File: src/rtl/keypad_pkg.sv
// Shared types and constants for the 4x4 keypad scanner.
package keypad_pkg;

  typedef enum logic [1:0] {SCAN, DEBOUNCE, HELD, RELEASE} kp_state_t;

  localparam int unsigned NUM_COLS = 4;
  localparam int unsigned NUM_ROWS = 4;
  localparam logic [NUM_COLS-1:0] COL_IDLE = 4'b1111;

  // Lowest-numbered row that reads low; rows are active-low.
  function automatic logic [1:0] low_row(input logic [NUM_ROWS-1:0] rows);
    low_row = 2'd0;
    for (int i = NUM_ROWS - 1; i >= 0; i--) begin
      if (!rows[i]) low_row = 2'(i);
    end
  endfunction

endpackage

File: src/rtl/keypad_sync.sv
// Two-flop synchronizer for asynchronous keypad rows; resets to all ones (rows idle high).
module keypad_sync #(
  parameter int unsigned WIDTH = 4
) (
  input  logic             clk,
  input  logic             rst,
  input  logic [WIDTH-1:0] din,
  output logic [WIDTH-1:0] dout
);

  logic [WIDTH-1:0] meta_q;
  logic [WIDTH-1:0] sync_q;

  always_ff @(posedge clk) begin
    if (!rst) begin
      meta_q <= '1;
      sync_q <= '1;
    end else begin
      meta_q <= din;
      sync_q <= meta_q;
    end
  end

  assign dout = sync_q;

endmodule

File: src/rtl/module_keypad_scan.sv
// 4x4 matrix keypad scanner with press/release debounce and column/row code output.
// Define KEYPAD_REPEAT_EN to add auto-repeat pulses while a key is held.
module module_keypad_scan
  import keypad_pkg::*;
#(
  parameter int unsigned SCAN_DIV        = 1000,
  parameter int unsigned DEBOUNCE_CYCLES = 50000,
  parameter int unsigned REPEAT_CYCLES   = 5000000
) (
  input  logic                clk,
  input  logic                rst,
  input  logic [NUM_ROWS-1:0] filas_i,
  output logic [NUM_COLS-1:0] columnas_o,
  output logic [1:0]          dato_codc_o,
  output logic [1:0]          dato_codf_o,
  output logic                dato_listo_o,
  output logic                key_pulse_o
);

  localparam int unsigned SCAN_W = $clog2(SCAN_DIV);
  localparam int unsigned DEB_W  = $clog2(DEBOUNCE_CYCLES);
  localparam logic [SCAN_W-1:0] SCAN_LAST = SCAN_W'(SCAN_DIV - 1);
  localparam logic [SCAN_W-1:0] SCAN_ONE  = SCAN_W'(1);
  localparam logic [DEB_W-1:0]  DEB_LAST  = DEB_W'(DEBOUNCE_CYCLES - 1);
  localparam logic [DEB_W-1:0]  DEB_ONE   = DEB_W'(1);

  logic [NUM_ROWS-1:0] filas_s;
  kp_state_t           state_q, state_d;
  logic [1:0]          col_q, col_d;
  logic [1:0]          row_q, row_d;
  logic [SCAN_W-1:0]   scan_q, scan_d;
  logic [DEB_W-1:0]    deb_q, deb_d;
  logic [1:0]          codc_q, codc_d;
  logic [1:0]          codf_q, codf_d;
  logic                listo_q, listo_d;
  logic                pulse_q, pulse_d;
  logic                row_low;

`ifdef KEYPAD_REPEAT_EN
  localparam int unsigned REP_W = $clog2(REPEAT_CYCLES);
  localparam logic [REP_W-1:0] REP_LAST = REP_W'(REPEAT_CYCLES - 1);
  localparam logic [REP_W-1:0] REP_ONE  = REP_W'(1);
  logic [REP_W-1:0] rep_q, rep_d;
`endif

  keypad_sync #(
    .WIDTH(NUM_ROWS)
  ) u_sync (
    .clk (clk),
    .rst (rst),
    .din (filas_i),
    .dout(filas_s)
  );

  assign row_low = ~filas_s[row_q];

  // Counts include the sample that caused the state entry, so press and release
  // each need exactly DEBOUNCE_CYCLES consecutive matching samples.
  always_comb begin
    state_d = state_q;
    col_d   = col_q;
    row_d   = row_q;
    scan_d  = scan_q;
    deb_d   = deb_q;
    codc_d  = codc_q;
    codf_d  = codf_q;
    listo_d = listo_q;
    pulse_d = 1'b0;
`ifdef KEYPAD_REPEAT_EN
    rep_d   = rep_q;
`endif
    unique case (state_q)
      SCAN: begin
        if (scan_q == SCAN_LAST) begin
          scan_d = '0;
          if (&filas_s) begin
            col_d = col_q + 2'd1;
          end else begin
            row_d   = low_row(filas_s);
            deb_d   = DEB_ONE;
            state_d = DEBOUNCE;
          end
        end else begin
          scan_d = scan_q + SCAN_ONE;
        end
      end
      DEBOUNCE: begin
        if (row_low) begin
          if (deb_q == DEB_LAST) begin
            state_d = HELD;
            codc_d  = col_q;
            codf_d  = row_q;
            listo_d = 1'b0;
            pulse_d = 1'b1;
            deb_d   = '0;
`ifdef KEYPAD_REPEAT_EN
            rep_d   = '0;
`endif
          end else if (deb_q != '1) begin
            deb_d = deb_q + DEB_ONE;
          end
        end else begin
          state_d = SCAN;
          col_d   = col_q + 2'd1;
          deb_d   = '0;
        end
      end
      HELD: begin
        if (!row_low) begin
          state_d = RELEASE;
          deb_d   = DEB_ONE;
        end
`ifdef KEYPAD_REPEAT_EN
        else if (rep_q == REP_LAST) begin
          pulse_d = 1'b1;
          rep_d   = '0;
        end else begin
          rep_d = rep_q + REP_ONE;
        end
`endif
      end
      RELEASE: begin
        if (row_low) begin
          state_d = HELD;
          deb_d   = '0;
`ifdef KEYPAD_REPEAT_EN
          rep_d   = '0;
`endif
        end else if (deb_q == DEB_LAST) begin
          state_d = SCAN;
          listo_d = 1'b1;
          col_d   = col_q + 2'd1;
          deb_d   = '0;
        end else if (deb_q != '1) begin
          deb_d = deb_q + DEB_ONE;
        end
      end
      default: state_d = SCAN;
    endcase
  end

  always_ff @(posedge clk) begin
    if (!rst) begin
      state_q <= SCAN;
      col_q   <= '0;
      row_q   <= '0;
      scan_q  <= '0;
      deb_q   <= '0;
      codc_q  <= '0;
      codf_q  <= '0;
      listo_q <= 1'b1;
      pulse_q <= 1'b0;
`ifdef KEYPAD_REPEAT_EN
      rep_q   <= '0;
`endif
    end else begin
      state_q <= state_d;
      col_q   <= col_d;
      row_q   <= row_d;
      scan_q  <= scan_d;
      deb_q   <= deb_d;
      codc_q  <= codc_d;
      codf_q  <= codf_d;
      listo_q <= listo_d;
      pulse_q <= pulse_d;
`ifdef KEYPAD_REPEAT_EN
      rep_q   <= rep_d;
`endif
    end
  end

  assign columnas_o   = COL_IDLE & ~(NUM_COLS'(1) << col_q);
  assign dato_codc_o  = codc_q;
  assign dato_codf_o  = codf_q;
  assign dato_listo_o = listo_q;
  assign key_pulse_o  = pulse_q;

endmodule
File: config.mk
export PLATFORM = sky130hd
export DESIGN_NAME = module_keypad_scan
export DESIGN_NICKNAME = d
export VERILOG_FILES = /design/src/rtl/keypad_pkg.sv /design/src/rtl/keypad_sync.sv /design/src/rtl/module_keypad_scan.sv
export SDC_FILE = /design/constraint.sdc
export NUM_CORES = 1
export LEC_CHECK = 0
export CORE_MARGIN = 3
export CORE_UTILIZATION = 52
export DETAILED_ROUTE_END_ITERATION = 7
export HOLD_SLACK_MARGIN = 0.12
export PLACE_DENSITY = 0.76
export SLEW_MARGIN = 10
export SYNTH_ARGS = -nofsm -noshare
export SYNTH_HDL_FRONTEND = slang
export SYNTH_HIERARCHICAL = 1
export SYNTH_SLANG_ARGS = --single-unit
File: constraint.sdc
create_clock -name clk -period 2.1 [get_ports clk]
set_input_delay 0.525 -clock clk [delete_from_list [all_inputs] [get_ports clk]]
set_output_delay 0.525 -clock clk [all_outputs]
set_load 0.02 [all_outputs]
## Word level (Yosys, flattened, before mapping)

Index checks and enable logic that the tools add are counted.

- Register bits after elaboration: 46
- Input port bits: 6
- Output and inout port bits: 10

- Add/subtract/negate cells: 3
- $lt $le $gt $ge: 1
- Eq/ne operators: 17
- Shift operators: 1
- Mux-type cells: 35
- Bitwise operators: 5
- Reduce and logical (&&, ||, !) cells: 11

Operator list:

| kind | number |
|---|---|
| 16-bit two-way mux | 7 |
| 16-bit one-hot mux with 4 select lines | 1 |
| 2-bit two-way mux | 16 |
| 2-bit != test, second input constant | 9 |
| 16-bit by 1-bit adder with 16-bit output, second input constant | 1 |
| 16-bit == test, second input constant | 1 |
| 16-bit != test, second input constant | 1 |
| 10-bit by 1-bit adder with 10-bit output, second input constant | 1 |
| 10-bit == test, second input constant | 1 |
| 10-bit two-way mux | 1 |
| 5-bit AND reduction | 2 |
| 3-bit AND reduction | 3 |
| 2-bit one-hot mux with 4 select lines | 1 |
| 1-bit two-way mux | 6 |
| 3-bit != test, second input constant | 2 |
| 2-bit one-hot mux with 3 select lines | 1 |
| 6-bit AND reduction | 1 |
| 2-bit == test, second input constant | 2 |
| 1-bit NOT | 4 |
| 4-bit NOT | 1 |
| 4-bit AND reduction | 1 |
| 1-bit by 2-bit left shift with 4-bit output, first input constant | 1 |
| 2-bit by 3-bit less-than comparator with 1-bit output, second input constant | 1 |
| 3-bit nonzero test | 1 |
| 7 further kinds | 7 |

## Longest topological paths before layout

Gate-level depths: netlist (run 1).

- Depth after elaboration: 5
- Mapped depth: 8
- Mapped depth without buffers: 6

## Cells and area by module

Netlist (run 1), hierarchy kept.

Modules (own cells, without submodules):

| module | instances | cells an instance | area an instance (um^2) | sequential area each (um^2) |
|---|---|---|---|---|
| module_keypad_scan | 1 | 239 | 2072.0 | 760.7 |
| keypad_sync | 1 | 16 | 210.2 | 160.2 |

## Least setup slack after synthesis (run 1)

Ideal clock, no wire load.

- Kind: reg2reg
- From: reg scan_q[0]
- To: reg deb_q[7]
- Arrival: 2022 ps
- Required time: 2027 ps
- Setup slack: 5 ps
- Stages on the path, launching flop included: 7
- Path buffers: 0
- Cells stage by stage: dfxtp_1 > ha_1 > or4b_4 > nor4_4 > o32ai_2 > or4_1 > a21oi_1

- Longest elaborated chain between the ends: 3

Ends and longest elaborated chain:

| what | RTL line | source |
|---|---|---|
| start: declaration | module_keypad_scan.sv:31 | `logic [SCAN_W-1:0] scan_q, scan_d;` |
| start signal: assignment | module_keypad_scan.sv:160 | `scan_q <= scan_d;` |
| 10-bit == test | module_keypad_scan.sv:74 | `if (scan_q == SCAN_LAST) begin` |
| 2-bit != test (no source line) | n/a |  |
| 3-bit AND reduction (no source line) | n/a |  |
| end signal: assignment | module_keypad_scan.sv:148 | `deb_q <= '0;` |
| end signal: assignment | module_keypad_scan.sv:161 | `deb_q <= deb_d;` |
| end: declaration | module_keypad_scan.sv:32 | `logic [DEB_W-1:0] deb_q, deb_d;` |

No other way between the ends.
A chain may end at the register's enable or synchronous reset.

## Worst setup path after layout (run 1)

Same ends and word-level chain as after synthesis.

==> results of run 1 <==
## cell families (layout without fill, tap and decap cells)
| group | after synthesis | count (layout) |
|---|---|---|
| compound gates | 58 | 59 |
| xor+xnor | 8 | 8 |
| fa+ha+maj | 6 | 6 |
| buf+inv | 23 | 67 |
| flops | 46 | 46 |
| mux | 7 | 7 |
| simple gates | 107 | 107 |
## cell usage in the layout, fill, tap and decap left out, types with 6 or more instances in the layout
master           netlist  layout
o21ai_0               13      11
inv_1                 10      10
nand3_1               15      15
clkdlybuf4s50_1        0      11
nor2b_1                8       8
nand2b_1              11      11
nor2_1                13      13
a21oi_1               15      13
nand2_1               20      19
buf_4                  1      30
mux2i_1                6       6
a31oi_1                6       6
dfxtp_1               46      42
## synthesized netlist by cell type, drive strengths merged (2+ instances only)
| library cell | n | share of area, % |
|---|---|---|
| dfxtp | 46 | 40 |
| nand2 | 20 | 3.3 |
| a21oi | 15 | 3.3 |
| nand3 | 15 | 3.3 |
| o21ai | 14 | 3.1 |
| nor2 | 13 | 2.1 |
| nand2b | 11 | 3.0 |
| inv | 10 | 1.6 |
| nor2b | 8 | 2.2 |
| a31oi | 6 | 1.6 |
| and4 | 6 | 2.3 |
| buf | 6 | 1.7 |
| clkbuf | 6 | 0.99 |
| ha | 6 | 3.3 |
| mux2i | 6 | 2.6 |
| o31ai | 6 | 2.0 |
| or4 | 6 | 2.0 |
| nand4 | 5 | 1.4 |
| xnor2 | 5 | 1.9 |
| and2 | 4 | 1.1 |
| and3 | 4 | 1.1 |
| nor3 | 4 | 0.88 |
| a41oi | 3 | 1.2 |
| nor4 | 3 | 1.8 |
| xor2 | 3 | 1.2 |
| nor4b | 2 | 1.4 |
| nor4bb | 2 | 0.88 |
| o221a | 2 | 0.99 |
| or4b | 2 | 1.0 |
## routing by layer
layer	wire length [um]	global-route usage, %	vias to the layer above
met4	28	7.10	0
met3	181	3.60	4
met5	0	0	-
li1	-	-	1026
met1	2460	26.1	947
met2	2480	31.5	51
## flip-flops by register name, indices dropped and copies added, names as in the netlist, named ones only
| register | count |
|---|---|
| scan_q | 10 |
| key_pulse_o | 1 |
| dato_codc_o | 2 |
| deb_q | 16 |
| state_q | 1 |
| col_q | 2 |
| u_sync/dout | 4 |
| row_q | 2 |
| u_sync/meta_q | 4 |
| dato_codf_o | 2 |
| dato_listo_o | 1 |
## critical path: cells and delay by family (launching register included)
| family | cells | cell delay [ns] |
|---|---|---|
| buffers and inverters | 1 | 0.19 |
| adder cells (fa/ha/maj) | 1 | 0.13 |
| AO/OA/AOI/OAI | 2 | 0.25 |
| AND/OR/NAND/NOR | 3 | 1.28 |
| flip-flops | 1 | 0.36 |
## layout make-up
cell class | instances | share of cell area [%]
clock buffers | 5 | 2.39
clock inverters | 3 | 0.868
inverters | 11 | 1.43
multi-input cells | 187 | 47.1
flip-flops and latches | 46 | 32.1
well taps | 50 | 2.17
repair buffers | 48 | 13.9
## repair_timing
action | in CTS | in global routing
gates cloned | 0 | 2
buffers inserted | 0 | 2
pin swaps | 0 | 16
hold buffers | 0 | 0
setup endpoints to repair | 15 | 18
resized for setup | 4 | 24
## where the power goes
group / internal (mW) / switching (mW) / leakage [nW] / total, mW
combinational: 0.0427 / 0.0429 / 0.642 / 0.0855
sequential: 0.884 / 0.00712 / 0.375 / 0.891
clock: 0.241 / 0.321 / 0.0447 / 0.562
total: 1.17 / 0.371 / 1.06 / 1.54
## final timing paths
check | endpoint
min reg2reg | u_sync/dout[3]
max | deb_q[7]
max reg2reg | deb_q[7]
min | u_sync/dout[3]
==> impl_metrics.csv, run 1 <==
group,metric,value,unit
floorplanning,dieArea,5220,sq um
global_route,grt_pass1_wl,8.22,mm
detailed_routing,drc,0,
floorplanning,ios,16,
clock_network,path_clk_slew,0.09,ns
yosys,synth_top_family_by_area,"simple AND/OR/NAND/NOR gates",
setup_path,r2r.worst_path.cells,7,
detailed_routing,antenna_left,0,
min_path,min_from,"u_sync/meta_q[3]",
layout,nets,311,
yosys,synth_mux_area_share,3.62,%
placed_design,pre_cts_ws,-0.0932,ns
setup_path,rr_startpoint,"scan_q[0]",
sta,min_period,2.28,ns
floorplanning,coreArea,4120,sq um
setup_path,critPathMaxFanout,6,
layout,seqCellArea,926,sq um
clock_network,clk_latency,0.30,ns
yosys,synth-seq-area-share,40.4,%
placed_design,gp_congestion,0.827,
clock_network,clock-root-buffer,"clkbuf_8",
layout,area_growth,26.4,%
layout,drive_gt1_share,22.0,%
yosys,syn_avg_cell_area,8.95,sq um
layout,multiInputGateArea,1360,sq um
yosys,yosys_warnings,6,
yosys,synth.distinct_cells,52,
yosys,syn_nets,267,
pwr,cellLeakagePower,1.06,nW
layout,stdcell_count,350,
global_route,grt_max_degree,34,
yosys,syn_inst,255,
yosys,synth_edf_count,0,
placed_design,placed_cell_area,2660,sq um
yosys,synthAdderAreaFrac,3.29,%
clock_network,cts_tree,"yes",
floorplanning,fp.dieW,72.3,um
yosys,syn_area,2280,sq um
floorplanning,rows,23,
layout,finish.instance_area,2880,sq um
yosys,ys_async_sr_fraction,0,%
detailed_routing,drt-initial-drc-count,181,
detailed_routing,vias_per_cell,5.79,
placed_design,place_hpwl,3.32,mm
detailed_routing,vias,2028,
yosys,yosys.area_share.xor_xnor,3.07,%
sta,setup_viol,6,
setup_path,max_stage_delay,0.54,ns
detailed_routing,totalWireLength,5.15,mm
placed_design,port_buffers,15,
global_route,overflow,0,
sta,hold_ws,0.423,ns
sta,rsz0062_at_grt,"true",
layout,final.fill_count,330,
sta,finClkSkew,0.00445,ns
setup_path,rrSetupSlack,-0.18,ns
setup_path,cp.arrival,2.51,ns
yosys,synth-seq-cells,46,
setup_path,critPathSlowestCell,"or4_4",
clock_network,cts_buffers,5,
global_route,grt_use_total,19.5,%
yosys,synth_compound_area_share,16.8,%
yosys,synthSimpleGateAreaFrac,28.3,%
sta,slew_viol_final,0,
yosys,synth_ff_type,"dfxtp_1",
sta,hold_violations,0,
status,status,"finished, violations left",
sta,tightest_slew,0.535,ns
setup_path,worst-endpoint-required,2.34,ns
status,violations,"negative setup slack",
global_route,grt_pass1_vias,1901,
clock_network,htreeDepth,2,
pwr,power_density,533,nW/um^2
setup_path,crit_chain,"ha_4 -> or4b_4 -> nor4_4 -> buf_4 -> o32ai_4 -> or4_4 -> a21oi_2",
pwr,power,1.54,mW
setup_path,critical_path.startpoint,"scan_q[0]",
sta,finalSetupTns,-0.405,ns
floorplanning,start_util,55.5,%
global_route,antenna_found_initial,0,
clock_network,clock_path_buffers,2,
sta,layout_setup_ws,-0.176,ns
clock_network,cts.sinks,46,
setup_path,startpoint_type,"flip-flop",
detailed_routing,wire_per_inst,14.7,um
min_path,hp-class,"reg -> reg",
sta,fin_crit_sh,108,%
setup_path,cp-end-kind,"flip-flop",
min_path,min_path_cells,1,
floorplanning,die_h,72.3,um
sta,relSlewSlack,63.4,%
setup_path,crit_type,"reg -> reg",
layout,fin_util,70.1,%
pwr,vdd_drop_max,0.532,mV
run,drv_cap,0,
detailed_routing,drt_first_pass_iters,4,
sta,maxClockFrequency,439,MHz
layout,antenna_cells,0,
placed_design,dpl.cell_count,338,
Power figures use the tool's default switching activity.
==> run 2: changes to the inputs <==
CORE_ASPECT_RATIO = 0.5   (was unset)
==> run 2 against run 1 <==
The run still ends with negative setup slack left. Flip-flop and latch count is the same. Utilization increased by 2.8 points. Critical path depth fell by 1. Critical path type unchanged. Largest power group unchanged.
==> impl_metrics.csv, run 2 (synthesis gave the netlist of run 1 again) <==
group,metric,value,unit
status,status,"finished, violations left",
status,violations,"negative setup slack",
detailed_routing,drt-initial-drc-count,134,
floorplanning,ios,16,
sta,fin_crit_sh,104,%
pwr,power_density,523,nW/um^2
sta,relSlewSlack,63.8,%
pwr,vdd_drop_max,0.334,mV
setup_path,crit_type,"reg -> reg",
clock_network,path_clk_slew,0.09,ns
placed_design,dpl.cell_count,339,
placed_design,place_hpwl,3.55,mm
setup_path,critPathMaxFanout,6,
placed_design,gp_congestion,0.851,
floorplanning,die_h,52.8,um
floorplanning,rows,16,
clock_network,clock-root-buffer,"clkbuf_8",
layout,layout_commonest_cell,"dfxtp_1",
sta,setup_viol,7,
sta,rsz0062_at_grt,"true",
detailed_routing,drt_first_pass_iters,7,
sta,hold_violations,0,
clock_network,clock_path_buffers,2,
detailed_routing,wire_per_inst,16.1,um
global_route,overflow,0,
sta,finClkSkew,0.00450,ns
layout,nets,312,
detailed_routing,antenna_left,0,
sta,layout_setup_ws,-0.0814,ns
clock_network,htreeDepth,2,
clock_network,cts.sinks,46,
layout,final.fill_count,289,
floorplanning,dieArea,5270,sq um
layout,largestRegisters,"deb_q: 16 flops, scan_q: 10 flops",
layout,largest_register_ffs,16,
detailed_routing,totalWireLength,5.71,mm
global_route,grt_pass1_wl,8.86,mm
placed_design,pre_cts_ws,-0.0391,ns
clock_network,clk_latency,0.30,ns
pwr,cellLeakagePower,1.08,nW
global_route,grt_pass1_vias,1904,
layout,mostFrequentLayoutCells,"dfxtp_1, buf_4, nand2_1",
clock_network,cts_buffers,5,
layout,stdcell_count,355,
layout,top_register,"deb_q",
setup_path,critical_path.startpoint,"scan_q[1]",
floorplanning,coreArea,4060,sq um
detailed_routing,drc,0,
layout,antenna_cells,0,
min_path,min_from,"u_sync/meta_q[2]",
layout,drive_gt1_share,23.9,%
setup_path,startpoint_type,"flip-flop",
floorplanning,fp.dieW,99.7,um
layout,area_growth,29.7,%
detailed_routing,vias_per_cell,6.06,
detailed_routing,vias,2152,
sta,min_period,2.18,ns
global_route,antenna_found_initial,0,
global_route,grt_use_total,21.5,%
setup_path,cp.arrival,2.40,ns
clock_network,cts_tree,"yes",
sta,maxClockFrequency,458,MHz
floorplanning,start_util,56.2,%
placed_design,port_buffers,15,
sta,slew_viol_final,0,
setup_path,rr_startpoint,"scan_q[1]",
setup_path,cp-end-kind,"flip-flop",
global_route,grt_max_degree,34,
sta,tightest_slew,0.541,ns
run,drv_cap,0,
min_path,hp-class,"reg -> reg",
setup_path,worst-endpoint-required,2.32,ns
-- run 2: cell types whose count changed in the layout (fill, tap and decap cells not counted), moves of 2 or more --
cell	before	now
buf_4	30	28
o31ai_4	0	2
a21oi_1	13	10
buf_6	2	5
a21oi_2	2	5
o31ai_1	5	2
-- run 2: routing by layer --
metal	part of all wire (%)	global-route usage [%]	wire length, um
met1	44	26.7	2510
met2	48	35.9	2720
met3	5.9	5.98	336
met4	2.5	8.62	142
met5	0	0	0
-- run 2: per-stage QoR --
stage / util [%] / setup TNS (ns) / hold WS [ns] / power [mW] / instance area [sq um]
2_1_floorplan: - / 0 / 0.386 / 0.948 / 2280
3_3_place_gp: 65.3 / 0 / 0.392 / 0.982 / 2650
3_5_place_dp: 65.3 / -0.236 / 0.397 / 0.985 / 2650
4_1_cts: 68.4 / 0 / 0.416 / 1.54 / 2780
5_1_grt: 72.8 / -1.17 / 0.434 / 1.60 / 2960
6_report: 72.8 / -0.219 / 0.415 / 1.55 / 2960
-- run 2: worst max-delay path, cell delays in order, from the launching register on --
cell and delay (ns):
dfxtp_2 0.36, ha_4 0.13, or4b_4 0.47, nor4_4 0.31, o32ai_4 0.19, or4_1 0.46
a21oi_1 0.19
-- run 2: final timing paths --
kind	endpoint	slack [ns]	cells past startpoint
hold / removal	u_sync/dout[2]	0.41	1
setup reg to reg	deb_q[9]	-0.08	6
hold reg to reg	u_sync/dout[2]	0.41	1
setup / recovery	deb_q[9]	-0.08	6
-- run 2: power by group --
part	leakage, nW	switching (mW)	total (mW)	internal, mW
clock network	0.0472	0.302	0.566	0.265
logic	0.658	0.0441	0.0890	0.0449
registers	0.375	0.00795	0.892	0.884
total	1.08	0.354	1.55	1.19
-- run 2: what timing repair did --
item,4_1_cts,5_1_grt
buffers inserted,1,6
gates cloned,1,0
pin swaps,1,21
endpoints found under the hold margin,0,0
resized for setup,4,32
hold buffers,0,0
setup endpoints to repair,14,21
-- run 2: layout make-up --
cell class	instances	area, sq um	share of cell area [%]
Clock buffer	6	82.6	2.79
Tap cell	54	67.6	2.28
Multi-Input combinational cell	187	1400	47.2
Inverter	11	41.3	1.39
Clock inverter	2	12.5	0.423
Timing Repair Buffer	49	433	14.6
Sequential cell	46	926	31.3
==> run 3: changes to the inputs <==
CAP_MARGIN = 10   (was unset)
==> results of run 3 <==
Final layout, timing and power as in run 2 (identical DEF).
